### src/rtl/alu_arbiter.sv
// Two-client round-robin arbiter that sequences operations through one shared
// combinational ALU: accept -> EXEC (ALU settles) -> RESP (one-cycle pulse).
module alu_arbiter #(
  parameter int unsigned WIDTH = 32
) (
  input  logic             clk,
  input  logic             rst_n,
  input  logic             req0_valid,
  output logic             req0_ready,
  input  logic [WIDTH-1:0] req0_a,
  input  logic [WIDTH-1:0] req0_b,
  input  logic [2:0]       req0_m,
  input  logic             req1_valid,
  output logic             req1_ready,
  input  logic [WIDTH-1:0] req1_a,
  input  logic [WIDTH-1:0] req1_b,
  input  logic [2:0]       req1_m,
  output logic             resp0_valid,
  output logic             resp1_valid,
  output logic [WIDTH-1:0] resp_y,
  output logic             resp_zf,
  output logic             resp_cf,
  output logic             resp_of,
  output logic [WIDTH-1:0] alu_a,
  output logic [WIDTH-1:0] alu_b,
  output logic [2:0]       alu_m,
  input  logic [WIDTH-1:0] alu_y,
  input  logic             alu_zf,
  input  logic             alu_cf,
  input  logic             alu_of
);

  typedef enum logic [1:0] {StIdle, StExec, StResp} state_e;

  state_e           state_q, state_d;
  logic             last_grant_q;
  logic             cur_q;
  logic             grant0, grant1, accept;
  logic [WIDTH-1:0] a_q, b_q, y_q;
  logic [2:0]       m_q;
  logic             zf_q, cf_q, of_q;
  logic             resp0_q, resp1_q;

  // State register
  always_ff @(posedge clk or negedge rst_n) begin
    if (!rst_n) begin
      state_q <= StIdle;
    end else begin
      state_q <= state_d;
    end
  end

  // Next-state logic
  always_comb begin
    state_d = state_q;
    unique case (state_q)
      StIdle:  if (accept) state_d = StExec;
      StExec:  state_d = StResp;
      StResp:  state_d = StIdle;
      default: state_d = StIdle;
    endcase
  end

  // Grant logic: on contention the client that did not win last time goes first.
  always_comb begin
    grant0 = 1'b0;
    grant1 = 1'b0;
    if (state_q == StIdle) begin
      grant0 = req0_valid && (!req1_valid || last_grant_q);
      grant1 = req1_valid && (!req0_valid || !last_grant_q);
    end
    accept     = grant0 || grant1;
    req0_ready = grant0;
    req1_ready = grant1;
  end

  // Operand capture on accept, result capture at the end of EXEC.
  always_ff @(posedge clk or negedge rst_n) begin
    if (!rst_n) begin
      last_grant_q <= 1'b1;
      cur_q        <= 1'b0;
      a_q          <= '0;
      b_q          <= '0;
      m_q          <= '0;
      y_q          <= '0;
      zf_q         <= 1'b0;
      cf_q         <= 1'b0;
      of_q         <= 1'b0;
      resp0_q      <= 1'b0;
      resp1_q      <= 1'b0;
    end else begin
      resp0_q <= 1'b0;
      resp1_q <= 1'b0;
      if (accept) begin
        last_grant_q <= grant1;
        cur_q        <= grant1;
        a_q          <= grant1 ? req1_a : req0_a;
        b_q          <= grant1 ? req1_b : req0_b;
        m_q          <= grant1 ? req1_m : req0_m;
      end
      if (state_q == StExec) begin
        y_q     <= alu_y;
        zf_q    <= alu_zf;
        cf_q    <= alu_cf;
        of_q    <= alu_of;
        resp0_q <= !cur_q;
        resp1_q <= cur_q;
      end
    end
  end

  assign alu_a       = a_q;
  assign alu_b       = b_q;
  assign alu_m       = m_q;
  assign resp_y      = y_q;
  assign resp_zf     = zf_q;
  assign resp_cf     = cf_q;
  assign resp_of     = of_q;
  assign resp0_valid = resp0_q;
  assign resp1_valid = resp1_q;

endmodule
### config.mk
export PLATFORM = sky130hd
export DESIGN_NAME = alu_arbiter
export DESIGN_NICKNAME = d
export VERILOG_FILES = /design/src/rtl/alu_arbiter.sv
export SDC_FILE = /design/constraint.sdc
export NUM_CORES = 1
export LEC_CHECK = 0
export ABC_AREA = 1
export BUFFER_PORTS_ARGS = -buffer_cell sky130_fd_sc_hd__buf_2
export CELL_PAD_IN_SITES_DETAIL_PLACEMENT = 0
export CELL_PAD_IN_SITES_GLOBAL_PLACEMENT = 2
export CORE_ASPECT_RATIO = 0.75
export CORE_MARGIN = 3
export CORE_UTILIZATION = 25
export CTS_CLUSTER_DIAMETER = 40
export CTS_CLUSTER_SIZE = 8
export DETAILED_ROUTE_END_ITERATION = 16
export GPL_TIMING_DRIVEN = 0
export PLACE_DENSITY = 0.83
export SYNTH_ARGS = -nofsm -noshare
export SYNTH_HDL_FRONTEND = slang
export SYNTH_SLANG_ARGS = --single-unit
### constraint.sdc
create_clock -name clk -period 1.95 [get_ports clk]
set_input_delay 0.0975 -clock clk [delete_from_list [all_inputs] [get_ports clk]]
set_output_delay 0.0975 -clock clk [all_outputs]
set_load 0.05 [all_outputs]
==> impl_results.md <==
- Remaining DRCs: 0
- Sw Ratio: 56.7%
- Net Switching: 8.60 mW
- Reg-to-reg slack, setup: 0.36 ns
- Clock share of power: 12.9%
- Final setup fails: 0
- Die W: 177 um
- Die height: 134 um
- Clock root cell: clkbuf_16
- Yosys warns: 0
- Vias in the first global route: 5,867
- Via/cell ratio: 4.20
- Critical path required time: 1.85 ns
- Post-DP HPWL: 15,000 um
- Routed Antenna Nets: 0
- Final GP Congestion: 0.763
- Worst-Margin Slew: 0.567 ns
- Hold Path End: alu_b[12]$_DFFE_PN0P_
- TritonCTS clock tree: yes
- H-tree depth: 3
- Period utilization: 92.5%
- Drt pass-1 iters: 4
- Global-route wire length before repair: 32,100 um
- Syn_area_per_cell: 7.29 um^2
- GRT overflow: 0
- Syn_nets: 922
- Initial drt markers: 307
- Synth unique cells: 18
- I/O Buffers: 277
- Detailed-route via count: 5,744
- Dpl ws: 0.247 ns
- Starting Density: 25.6%
- Worst Reg2Reg Path Length in Cells: 7
- Post-synthesis sequential area ratio: 49.6%
- Worst Hold Class: in -> reg
- Antenna violations before repair: 1
- Area Growth Syn to Fin: 45.3%
- Unrepaired setup endpoints after global routing: no
- Post-Synthesis Cells: 749
- PwrDens: 1910 nW/um^2
- WL/cell: 14.9 um
- Largest net degree at the start of global routing: 67
- Ranking of synthesized cells by area: dfrtp_1 49%, nand2_1 21%, inv_1 9.5%
- CP endpoint kind: output port
- Antenna cells: 0
- Peak fanout along the critical path: 10
- Logic gate share of total power: 61.0%
- CP Launch Type: register
- Hold Path Depth: 5
- Mapped Area: 5460 um^2
- Power, Total: 15.2 mW
- Later-pin clock latency in the skew report: 0.35 ns
- Routed wire length: 20,400 um
- Core region area: 21,300 um^2
- Slew Limit Headroom: 62.2%
- CTS Sinks: 108
- VDD IR-drop max: 0.623 mV
- Layout cells sized above 1: 31.5%
- Area of the multi-input gates: 1980 um^2
- Synthesis-stage register bit count: 108
- Top-area cell type share of the netlist area: 49.1%
- RR Endpoint: alu_a[17]$_DFFE_PN0P_
- Crit Reg-Reg Startpoint: state_q[0]$_DFFE_PN0P_
- Synth area leader: dfrtp_1
- Final #Nets: 1,249
- Most frequent cells in the layout: 308 x buf_2, 308 x nand2_1, 138 x inv_1, 107 x dfrtp_1
- Die Footprint: 23,700 um^2
- Max-slew violations: 0
- Max-cap violations: 0
- Tmin final: 1.80 ns
- Worst setup margin: 0.147 ns
- Status: finished clean
- Leakage: 4.86 nW
- Non-filler cells in the finished layout: 1,369
- Total GRT Usage: 17.0%
- Total CTS buffers: 9
- Power Internal: 6.57 mW
- Clk buf depth: 2
- Ports: 279
- Dpl cells: 1,315
- Kind of critical path: reg -> out
- Arr. time, crit path: 1.71 ns
- FP Rows: 46
- Worst hold start: req0_b[12]
- Max Fclk: 555 MHz
- Filler Cell Count: 2,372
- Sequential Power Share: 26.1%
- Final Hold Vio Count: 0
- Seq. cell area: 2700 um^2
- Reg clk slew, reported paths: 0.08 ns
- Setup Skew: 0.00672 ns
-- repair_timing --
item,4_1_cts,5_1_grt
buffers inserted,2,0
setup endpoints to repair,1,0
hold endpoints to repair,77,0
hold buffers,36,0
gates resized for setup,1,0
-- sequential cells by signal, indices dropped and copies added (netlist names), 2 cells and up --
| signal | count |
|---|---|
| alu_a | 32 |
| alu_b | 32 |
| resp_y | 32 |
| alu_m | 3 |
| state_q | 2 |
-- layer usage --
layer	GRT usage, %	vias up	share of wire, %
met4	3.71	2	1.2
met5	0	-	0.034
met1	24.2	2619	49
li1	-	2936	-
met3	4.58	18	6.7
met2	26.1	169	44
-- worst max-delay path: stages, from the launching register on --
cell and delay [ns]:
dfstp_2 0.54, nand2_2 0.11, nand3_4 0.18, buf_2 0.25, inv_1 0.06, buf_2 0.21
-- through the flow --
step                TNS (ns)  instance area, um^2  util (%)  hold WS [ns]
floorplan                  0                 5460         -        -0.198
global placement      -73.69                 7200      33.8         0.293
detailed placement         0                 7240      34.0        0.0591
CTS                        0                 7930      37.2        0.0135
global route               0                 7930      37.2        0.0326
finish                     0                 7930      37.2        0.0334
-- layout make-up --
cell class	instances	share of cell area, %
tap	288	4.55
clock inverter	7	1.03
clock buffer	9	2.84
multi-input combinational	451	25.0
timing repair buffer	316	22.7
inverter	140	6.63
buffer	50	3.16
sequential	108	34.1
-- synth_stat cells, drive strengths merged --
cell,count
a21oi,1
buf,42
clkbuf,8
dfrtp,107
dfstp,1
inv,140
nand2,309
nand3,68
nand4,67
nor2,3
o21ai,3
-- logic make-up (layout without fill, tap and decap cells) --
logic type,count (synthesis),count (layout),synth area share [%]
compound gates,4,4,0.573
simple gates,447,447,35.7
flops,108,108,49.6
buf+inv,190,522,14.2
-- power by group through the flow --
stage | sequential, mW | clock (mW) | combinational (mW)
3_3_place_gp | 3.98 | 0 | 9.18
5_1_grt | 4.11 | 2.11 | 10.0
2_1_floorplan | 7.69 | 0 | 2.89
3_5_place_dp | 3.98 | 0 | 9.25
4_1_cts | 3.96 | 2.05 | 9.36
6_report | 3.96 | 1.95 | 9.26
-- worst max path at each step --
| stage | startpoint | end | slack (ns) | cells past startpoint |
|---|---|---|---|---|
| 5_1_grt | state_q[0]$_DFFE_PN0P_ | req0_ready | 0.04 | 5 |
| 6_report | last_grant_q$_DFFE_PN1P_ | req1_ready | 0.15 | 5 |
| 2_1_floorplan | state_q[1]$_DFFE_PN0P_ | req0_ready | 0.25 | 4 |
| 3_3_place_gp | rst_n | alu_m[0]$_DFFE_PN0P_ | -0.70 | 1 |
| 4_1_cts | last_grant_q$_DFFE_PN1P_ | req1_ready | 0.09 | 5 |
| 3_5_place_dp | state_q[1]$_DFFE_PN0P_ | req1_ready | 0.25 | 5 |
Note: power is estimated with default switching activity, not from simulation.
